## src/rtl/hyperram_port_arbiter.sv

```systemverilog
// Two-requester round-robin arbiter in front of a single HyperRAM controller port.
// Read return routing uses an in-order tag FIFO that records which requester issued each read.
module hyperram_port_arbiter #(
  parameter int unsigned ADDR_W = 22,
  parameter int unsigned DATA_W = 32,
  parameter int unsigned MAX_RD = 4
) (
  input  logic              clk,
  input  logic              rstn,

  input  logic [ADDR_W-1:0] m0_address,
  input  logic              m0_read,
  input  logic              m0_write,
  input  logic [DATA_W-1:0] m0_writedata,
  output logic              m0_waitrequest,
  output logic [DATA_W-1:0] m0_readdata,
  output logic              m0_readdatavalid,

  input  logic [ADDR_W-1:0] m1_address,
  input  logic              m1_read,
  input  logic              m1_write,
  input  logic [DATA_W-1:0] m1_writedata,
  output logic              m1_waitrequest,
  output logic [DATA_W-1:0] m1_readdata,
  output logic              m1_readdatavalid,

  output logic [ADDR_W-1:0] s_address,
  output logic              s_read,
  output logic              s_write,
  output logic [DATA_W-1:0] s_writedata,
  input  logic              s_waitrequest,
  input  logic [DATA_W-1:0] s_readdata,
  input  logic              s_readdatavalid,

  output logic              err_unexpected_rd
);

  localparam int unsigned PtrW = $clog2(MAX_RD);
  localparam int unsigned CntW = PtrW + 1;

  typedef enum logic [0:0] {StIdle, StHold} state_e;

  state_e            state_q, state_d;
  logic              last_q, last_d;
  logic [MAX_RD-1:0] tag_q;
  logic [PtrW-1:0]   wr_ptr_q, wr_ptr_d;
  logic [PtrW-1:0]   rd_ptr_q, rd_ptr_d;
  logic [CntW-1:0]   cnt_q, cnt_d;

  logic [ADDR_W-1:0] s_address_q, s_address_d;
  logic [DATA_W-1:0] s_writedata_q, s_writedata_d;
  logic              s_read_q, s_read_d;
  logic              s_write_q, s_write_d;

  logic              rvalid0_q, rvalid0_d;
  logic              rvalid1_q, rvalid1_d;
  logic [DATA_W-1:0] rdata0_q, rdata0_d;
  logic [DATA_W-1:0] rdata1_q, rdata1_d;
  logic              err_q, err_d;

  logic full, empty;
  logic elig0, elig1;
  logic grant, grant_id, grant_rd;
  logic push, pop, pop_id;

  // Read eligibility looks at occupancy at the start of the cycle; a same-cycle pop does not help.
  always_comb begin
    full     = (cnt_q == CntW'(MAX_RD));
    empty    = (cnt_q == '0);
    elig0    = m0_read ? !full : m0_write;
    elig1    = m1_read ? !full : m1_write;
    grant    = (state_q == StIdle) && rstn && (elig0 || elig1);
    grant_id = (elig0 && elig1) ? ~last_q : elig1;
    grant_rd = grant_id ? m1_read : m0_read;
    push     = grant && grant_rd;
    pop      = s_readdatavalid && !empty;
    pop_id   = tag_q[rd_ptr_q];
  end

  assign m0_waitrequest = !(grant && !grant_id);
  assign m1_waitrequest = !(grant && grant_id);

  always_comb begin
    state_d       = state_q;
    last_d        = last_q;
    s_address_d   = s_address_q;
    s_writedata_d = s_writedata_q;
    s_read_d      = s_read_q;
    s_write_d     = s_write_q;
    unique case (state_q)
      StIdle: begin
        if (grant) begin
          state_d       = StHold;
          last_d        = grant_id;
          s_address_d   = grant_id ? m1_address : m0_address;
          s_writedata_d = grant_id ? m1_writedata : m0_writedata;
          s_read_d      = grant_rd;
          s_write_d     = !grant_rd;
        end
      end
      StHold: begin
        if (!s_waitrequest) begin
          state_d   = StIdle;
          s_read_d  = 1'b0;
          s_write_d = 1'b0;
        end
      end
    endcase
  end

  always_comb begin
    wr_ptr_d = push ? wr_ptr_q + PtrW'(1) : wr_ptr_q;
    rd_ptr_d = pop ? rd_ptr_q + PtrW'(1) : rd_ptr_q;
    cnt_d    = cnt_q;
    unique case ({push, pop})
      2'b10:   cnt_d = cnt_q + CntW'(1);
      2'b01:   cnt_d = cnt_q - CntW'(1);
      default: cnt_d = cnt_q;
    endcase
    rvalid0_d = pop && !pop_id;
    rvalid1_d = pop && pop_id;
    rdata0_d  = (pop && !pop_id) ? s_readdata : rdata0_q;
    rdata1_d  = (pop && pop_id) ? s_readdata : rdata1_q;
    // Returns with nothing outstanding are dropped and latched as an error.
    err_d     = err_q | (s_readdatavalid & empty);
  end

  always_ff @(posedge clk or negedge rstn) begin
    if (!rstn) begin
      state_q       <= StIdle;
      last_q        <= 1'b1;
      tag_q         <= '0;
      wr_ptr_q      <= '0;
      rd_ptr_q      <= '0;
      cnt_q         <= '0;
      s_address_q   <= '0;
      s_writedata_q <= '0;
      s_read_q      <= 1'b0;
      s_write_q     <= 1'b0;
      rvalid0_q     <= 1'b0;
      rvalid1_q     <= 1'b0;
      rdata0_q      <= '0;
      rdata1_q      <= '0;
      err_q         <= 1'b0;
    end else begin
      state_q       <= state_d;
      last_q        <= last_d;
      if (push) begin
        tag_q[wr_ptr_q] <= grant_id;
      end
      wr_ptr_q      <= wr_ptr_d;
      rd_ptr_q      <= rd_ptr_d;
      cnt_q         <= cnt_d;
      s_address_q   <= s_address_d;
      s_writedata_q <= s_writedata_d;
      s_read_q      <= s_read_d;
      s_write_q     <= s_write_d;
      rvalid0_q     <= rvalid0_d;
      rvalid1_q     <= rvalid1_d;
      rdata0_q      <= rdata0_d;
      rdata1_q      <= rdata1_d;
      err_q         <= err_d;
    end
  end

  assign s_address         = s_address_q;
  assign s_writedata       = s_writedata_q;
  assign s_read            = s_read_q;
  assign s_write           = s_write_q;
  assign m0_readdatavalid  = rvalid0_q;
  assign m1_readdatavalid  = rvalid1_q;
  assign m0_readdata       = rdata0_q;
  assign m1_readdata       = rdata1_q;
  assign err_unexpected_rd = err_q;

endmodule

```

## config.mk

```make
export PLATFORM = sky130hd
export DESIGN_NAME = hyperram_port_arbiter
export DESIGN_NICKNAME = d
export VERILOG_FILES = /design/src/rtl/hyperram_port_arbiter.sv
export SDC_FILE = /design/constraint.sdc
export NUM_CORES = 1
export LEC_CHECK = 0
export CAP_MARGIN = 25
export CORE_MARGIN = 3
export CORE_UTILIZATION = 45
export DETAILED_ROUTE_END_ITERATION = 16
export GPL_ROUTABILITY_DRIVEN = 0
export GPL_TIMING_DRIVEN = 0
export PLACE_DENSITY = 0.86
export SLEW_MARGIN = 40
export SYNTH_ARGS = -nofsm -noshare
export SYNTH_HDL_FRONTEND = slang
export SYNTH_SLANG_ARGS = --single-unit
```

## constraint.sdc

```tcl
create_clock -name clk -period 4.5 [get_ports clk]
set_input_delay 0.9 -clock clk [delete_from_list [all_inputs] [get_ports clk]]
set_output_delay 0.9 -clock clk [all_outputs]
set_load 0.01 [all_outputs]
```

# Word level (Yosys, flattened, before mapping)
# Cells that the tools add are included.
# word_totals
inputBits	148
wordCells	73
out_inout_bits	125
register_bits	136
# classes
n_eq_ne	5
reduce_logical	22
mux	20
bitwise	4
addsub	4
n_lt_le_gt_ge	3
# ops
op	count
two-way mux 32 bit	1
two-way mux 22 bit	1
two-way mux 1 bit	11
logical AND 1 bit	10
logical NOT 1 bit	7
less-than comparator 2 x 3 -> 1 bit (second input constant)	2
case mux 1 bit (2 select lines)	3
case mux 3 bit (2 select lines)	1
adder 2 x 1 -> 2 bit (second input constant)	2
bitwise mux 4 bit	1
inequality test 2 bit (second input constant)	2
AND reduction 2 bit	2
adder 3 x 1 -> 3 bit (second input constant)	1
equality test 3 bit (second input constant)	1
logical NOT 3 bit	1
subtractor 3 x 1 -> 3 bit (second input constant)	1
binary-select mux 1 bit (select 2 bit)	1
demux 1 bit (select 2 bit)	1
equality test 2 x 1 -> 1 bit (second input constant)	1
equality test 2 bit (second input constant)	1
greater-or-equal comparator 2 x 1 -> 1 bit (second input constant)	1
NOT 1 bit	2
nonzero test 2 bit	1
AND 1 bit	1
other kinds (2)	2

# Longest topological paths before layout
# Gate-level depths: netlist of run 1.
# logic_depth
ltp_word	9
depth_mapped	9
ltp_nobuf	9

# Least setup slack after synthesis of run 1
# OpenSTA, ideal clock, no wires.
# synth_path
kind	input to output
startpoint	in m0_read
endpoint	out m0_waitrequest
n_path_buf	1
required_time_ns	3.600
arrival_time_ns	2.075
slack_ns	1.525
path_stages	5
cell_sequence	and4bb_1 or2_4 a311oi_4 buf_6 inv_1
# synth_via
elab_chain_cells	6
elab_cells_between_ends	8
classes_between	mux (2); reduce/logical (6)
# synth_rtl
element	line	source
start, declared	12	input logic m0_read,
two-way mux 1 bit *	70	elig0 = m0_read ? !full : m0_write;
logical AND 1 bit	73	grant_id = (elig0 && elig1) ? ~last_q : elig1;
two-way mux 1 bit	73	
logical NOT 1 bit	80	assign m0_waitrequest = !(grant && !grant_id);
logical AND 1 bit *	80	
logical NOT 1 bit *	80	
end, declared	15	output logic m0_waitrequest,
# Every way passes the cells marked *; elsewhere a longest branch is shown, timed or not.

# Final worst setup path of run 1
# layout_path
startpoint	in rstn
endpoint	out m1_waitrequest
# layout_via
elab_chain_cells	4
# layout_rtl
element	line	source
start, declared	9	input logic rstn,
logical AND 1 bit (2 in series)	72	grant = (state_q == StIdle) && rstn && (elig0 || elig1);
logical AND 1 bit	81	assign m1_waitrequest = !(grant && grant_id);
logical NOT 1 bit	81	
end, declared	23	output logic m1_waitrequest,
# Every way passes these cells.

==> impl_metrics.toml, run 1 <==
[finish]
antennaDiodeCount = 0
final_cells = 938
drive_above_1_share_pct = 20.76
fin_area_mm2 = 0.009523
fin_nets = 907
synthToLayoutAreaGrowth_pct = 61.80
nFillCells = 873

[hold_path]
hp-class = "in2async"

[critical_path]
crit_path_end = "m1_waitrequest"
cp-end-kind = "output port"
crit_required_ns = 3.60
reg2reg_from = "state_q$_DFF_PN0_"
start_kind = "input pin"
crit_family = "buffers and inverters"
critical_path_arrival_ns = 3.13
critPathKind = "in2out"
crit_chain = "buf_8 -> buf_16 -> nand2b_1 -> clkbuf_1 -> or2_2 -> clkdlybuf4s50_1"
reg2reg_to = "cnt_q[2]$_DFFE_PN0P_"
r2r_setup_slack_ns = 1.95
path_max_fanout = 73
startpoint = "rstn"
critical_path_buf_inv_count = 4
r2r_cells = 9
cp.depth = 6
worst_path_max_delay_cell = "clkdlybuf4s50_1"
cpPeakStageDelay_ns = 0.51

[logic_synthesis]
synth_nets = 612
synth_area_mm2 = 0.005886
synth_seq_cells = 136
synth_cells = 458
synth_top_area_share_pct = 57.40
avgSynthCellArea_um2 = 12.85
ys_types = 34
synth_warnings = 0
ys_top_cells_by_area = "dfrtp_1 57%, mux2_2 12%, a221o_2 5.5%, nor3_1 4.7%, inv_1 4.3%"
ys_seq_area_share_pct = 57.84
synth_top_area_cell = "dfrtp_1"

[power]
combinationalPowerShare_pct = 45.2
p_leak_uw = 0.004200
peakVddDrop_v = 0.0003254
switching_power_uw = 2122
p_seq_share_pct = 32.8
total_power_uw = 6757
p_int_uw = 4635
clkPwrFrac_pct = 22.1
power_switching_share_pct = 31.41
power-per-cell-area_mw_per_mm2 = 709.6

[sta]
tightest_slew_ns = 0.6009
fin_crit_sh_pct = 89.61
fmaxAchievable_mhz = 248.0
rsz0062_at_grt = "false"
maxSlewViolCount = 0
finalHoldViolCount = 0
setup_violations = 0
finClkSkew_ns = 0.006901
fin_crit_ns = 4.032
relSlewSlack_pct = 59.67

[detailed_routing]
routed_wl_um = 17780
drt_iter0_drc = 321
ant_nets = 0
viasPerCell = 5.283
via_count = 4955
drc = 0
drtPass1Iterations = 4
avgRoutedWirePerCell_um = 18.95

[cts]
clockBufferDepth = 2
clk_pin_slew_ns = 0.06
cts_setup_buffers = 0
tritoncts = "done"
cts_max_level = 4
clock_latency_ns = 0.41
clock-root-buffer = "clkbuf_16"
cts_hold_buffers = 0
cts_resized = 0
clock_sinks = 136
cts_made_buffers = 17

[job]
drv_cap = 0

[place]
dp.cells = 903
portBuffers = 272
place_area_mm2 = 0.008856
hpwl_um = 13450

[floorplanning]
die-area_mm2 = 0.01449
io_pins = 273
die_w_um = 120.4
die_y_um = 120.4
rows = 41
core_mm2 = 0.01272
start_util_pct = 46.26

[global_route]
grt_pass1_vias = 5162
globalRouteTotalUtil_pct = 24.45
gr-total-overflow = 0
antenna_found_initial = 0
grt_pass1_wl_um = 27390
grt_max_degree = 74

[outcome]
status = "finished, final reports clean"
cell usage after synthesis:
master     number
nor2_1          2
mux2i_1         5
nand2b_1        4
xnor2_1         4
nand2_1         7
o211a_1         1
dfstp_2         1
a311oi_4        1
a21o_1          3
buf_6           9
buf_4           4
o21ai_0         2
or2_4           1
inv_1          67
and3b_1         1
nor2_2          1
a221o_2        29
nor3_1         55
dfrtp_1       135
nand4bb_1       1
clkbuf_1        9
a311oi_1        1
or2_2           2
and4bb_1        1
ha_1            5
nand3_1         4
a21oi_1         1
buf_2           7
o311ai_2        1
fa_1            1
mux4_2          1
a221o_1        25
mux2_2         65
xor2_1          2
power groups by stage:
stage	Sequential [uW]	Clock [uW]	Combinational, uW
after floorplan	2440	0	1160
after global placement	2180	0	2960
after detailed placement	2210	0	3050
after CTS	2210	1510	3080
after global routing	2290	1570	3230
final	2220	1490	3050
kinds of logic (layout without fill, tap and decap cells):
family	count (synthesis)	in the layout	synth area share, %
AOI/OAI and AO/OA	64	64	11.48
xor gates and xnor gates	6	6	0.8929
adders and majority gates	6	6	1.403
buffers and inverters	96	404	7.674
DFF	136	136	57.84
muxes	71	71	13.67
and+or+nand+nor	79	79	7.037
flip-flops by register name (all words and copies together), names as in the netlist:
| register | cells |
|---|---|
| cnt_q | 3 |
| err_unexpected_rd | 1 |
| last_q | 1 |
| m0_readdata | 32 |
| m0_readdatavalid | 1 |
| m1_readdata | 32 |
| m1_readdatavalid | 1 |
| rd_ptr_q | 2 |
| s_address | 22 |
| s_read | 1 |
| s_write | 1 |
| s_writedata | 32 |
| state_q | 1 |
| tag_q | 4 |
| wr_ptr_q | 2 |
layout by cell type (no fill, tap or decap), types with 2 or more instances in the layout:
| master | instances |
|---|---|
| a21o_1 | 3 |
| a221o_1 | 25 |
| a221o_2 | 29 |
| buf_2 | 7 |
| buf_4 | 7 |
| buf_6 | 9 |
| bufinv_16 | 4 |
| clkbuf_1 | 9 |
| clkbuf_16 | 17 |
| clkbuf_8 | 2 |
| clkdlybuf4s50_1 | 271 |
| clkinv_2 | 2 |
| clkinv_4 | 2 |
| clkinvlp_4 | 2 |
| dfrtp_1 | 135 |
| ha_1 | 5 |
| inv_1 | 67 |
| inv_6 | 2 |
| mux2_2 | 65 |
| mux2i_1 | 5 |
| nand2_1 | 7 |
| nand2b_1 | 4 |
| nand3_1 | 4 |
| nor2_1 | 2 |
| nor3_1 | 55 |
| o21ai_0 | 2 |
| or2_2 | 2 |
| xnor2_1 | 4 |
| xor2_1 | 2 |
stage by stage:
stage / hold slack, ns / setup WS [ns] / setup TNS (ns) / util [%]
CTS: 0.4609 / 0.1437 / 0 / 74.68
floorplan: 0.4528 / 1.525 / 0 / -
detailed placement: 0.4500 / 0.1577 / 0 / 69.61
global placement: 0.4416 / -4.880 / -614.10 / 69.35
global route: 0.4818 / 0.2796 / 0 / 74.85
finish: 0.4437 / 0.4676 / 0 / 74.85
layer usage:
| metal | global-route usage (%) | vias up | share of wire, % |
|---|---|---|---|
| li1 | - | 2236 | - |
| met1 | 27.90 | 2459 | 37 |
| met2 | 42.96 | 208 | 53 |
| met3 | 5.940 | 52 | 5.6 |
| met4 | 11.83 | 0 | 4.4 |
| met5 | 0 | - | 0 |
layout make-up:
| class | instances | area (um^2) | share of cell area [%] |
|---|---|---|---|
| Sequential cell | 136 | 3405 | 35.75 |
| Clock buffer | 19 | 452.9 | 4.756 |
| Tap cell | 172 | 215.2 | 2.260 |
| Buffer | 29 | 200.2 | 2.102 |
| Inverter | 67 | 251.5 | 2.641 |
| Multi-Input combinational cell | 226 | 2029 | 21.31 |
| Timing Repair Buffer | 276 | 2778 | 29.17 |
| Clock inverter | 13 | 191.4 | 2.010 |
worst min-delay path by stage:
stage / startpoint / cells past startpoint / end
after floorplan: rd_ptr_q[1]$_DFFE_PN0P_ / 1 / rd_ptr_q[1]$_DFFE_PN0P_
after global placement: err_unexpected_rd$_DFF_PN0_ / 1 / err_unexpected_rd$_DFF_PN0_
after detailed placement: err_unexpected_rd$_DFF_PN0_ / 1 / err_unexpected_rd$_DFF_PN0_
after CTS: rstn / 1 / m0_readdata[12]$_DFFE_PN0P_
after global routing: rstn / 1 / m0_readdata[12]$_DFFE_PN0P_
final: rstn / 1 / m0_readdata[12]$_DFFE_PN0P_
No activity file was read; power rests on OpenSTA's default activity.
==> inputs of run 2 (changes only) <==
Settings changed: CORE_ASPECT_RATIO from default to 0.75, CORE_UTILIZATION 45 to 42, PLACE_DENSITY 0.86 to 0.81.
Clock period 4.5 ns to 4.4 ns, I/O delays scaled along.
==> run 2 against run 1 <==
Cell area fell by 0.54%. Largest power group unchanged. Via count fell by 1.9%. Non-clock buffer count did not move. Highest routed layer unchanged.
==> impl_metrics.toml, run 2 (synthesis gave the netlist of run 1 again) <==
[hold_path]
hp-class = "in2async"

[power]
p_leak_uw = 0.004167
power-per-cell-area_mw_per_mm2 = 718.5
peakVddDrop_v = 0.0003925

[cts]
clock_latency_ns = 0.42
cts_made_buffers = 17
clockBufferDepth = 2
cts_resized = 0
tritoncts = "done"
clock-root-buffer = "clkbuf_16"
clock_sinks = 136
clk_pin_slew_ns = 0.06
cts_max_level = 4

[critical_path]
r2r_setup_slack_ns = 1.75
crit_required_ns = 3.52
start_kind = "input pin"
cp-end-kind = "output port"
critical_path_arrival_ns = 3.13
reg2reg_to = "cnt_q[2]$_DFFE_PN0P_"
path_max_fanout = 73
critPathKind = "in2out"
reg2reg_from = "state_q$_DFF_PN0_"
r2r_cells = 9

[global_route]
antenna_found_initial = 0
grt_pass1_vias = 5250
globalRouteTotalUtil_pct = 23.26
gr-total-overflow = 0
grt_max_degree = 74
grt_pass1_wl_um = 27710

[finish]
final_common_cell = "clkdlybuf4s50_1"
synthToLayoutAreaGrowth_pct = 60.93
final_cell_mix = "271 x clkdlybuf4s50_1, 135 x dfrtp_1, 67 x inv_1"
fin_nets = 907
drive_above_1_share_pct = 20.39
fin_area_mm2 = 0.009472
nFillCells = 928
final_core_util_pct = 71.04
antennaDiodeCount = 0

[floorplanning]
die-area_mm2 = 0.01548
rows = 36
core_mm2 = 0.01333
die_w_um = 142.7
io_pins = 273
die_y_um = 108.5
start_util_pct = 44.14

[sta]
fin_crit_sh_pct = 91.05
fmaxAchievable_mhz = 249.6
relSlewSlack_pct = 56.33
finClkSkew_ns = 0.009474
fin_crit_ns = 4.006
finalHoldViolCount = 0
setup_ws_ns = 0.3937
rsz0062_at_grt = "false"
tightest_slew_ns = 0.6507
maxSlewViolCount = 0
setup_violations = 0

[detailed_routing]
drtPass1Iterations = 4
via_count = 4862
viasPerCell = 5.194
routed_wl_um = 17910
drt_iter0_drc = 223
drc = 0
avgRoutedWirePerCell_um = 19.13
ant_nets = 0

[place]
detailedPlace.worstSlack_ns = 0.03340
portBuffers = 272
hpwl_um = 13800
place_area_mm2 = 0.008855

[outcome]
status = "finished, final reports clean"

[job]
drv_cap = 0
[run 2: changes by cell type in the layout (fill, tap and decap cells not counted)]
cell / delta
clkinvlp_4: +2
clkbuf_1: +2
bufinv_16: -1
clkbuf_8: -1
inv_8: -1
clkinv_4: -2
[run 2: what timing repair did]
action	CTS	global route
buffers inserted	0	3
endpoints found under the setup margin	0	1
hold buffers	0	0
hold endpoints to repair	0	0
[run 2: metrics by stage]
step	hold WS [ns]	setup TNS (ns)	power, uW	cells
after global routing	0.4258	0	7184	936
after floorplan	0.4528	0	3683	458
after detailed placement	0.4475	0	5403	902
after global placement	0.4408	-654.85	5279	901
after CTS	0.4170	0	6867	933
final	0.3975	0	6805	936
[run 2: worst max-delay path by stage]
stage	startpoint	end	slack, ns	cells after the start
finish	rstn	m1_waitrequest	0.39	6
floorplan	m0_read	m0_waitrequest	1.46	5
CTS	rstn	m0_waitrequest	0.03	7
global route	rstn	m1_waitrequest	0.17	6
global placement	rstn	m0_waitrequest	-5.14	6
detailed placement	rstn	m0_waitrequest	0.03	7
[run 2: layout make-up]
type	count	area [um^2]	share of cell area, %
Tap cell	171	214.0	2.259
Timing Repair Buffer	276	2778	29.33
Multi-Input combinational cell	226	2029	21.43
Inverter	67	251.5	2.655
Clock inverter	11	147.6	1.559
Sequential cell	136	3405	35.94
Buffer	29	200.2	2.114
Clock buffer	20	446.7	4.716
[run 2: where the power goes]
group	internal, uW	switching, uW
sequential	1890	373
clock	903	527
combinational	1860	1250
[run 2: layer usage]
layer | vias up | share of wire, % | track usage (%)
li1 | 2214 | - | -
met1 | 2423 | 39 | 28.24
met2 | 182 | 52 | 40.08
met3 | 43 | 6.8 | 5.747
met4 | 0 | 2.8 | 9.091
met5 | - | 0 | 0
[run 2: critical path, cell delays in order]
cell             delay, ns
buf_8                 0.38
buf_16                0.36
nand2b_1              0.27
clkbuf_1              0.30
or2_2                 0.37
clkdlybuf4s50_1       0.51
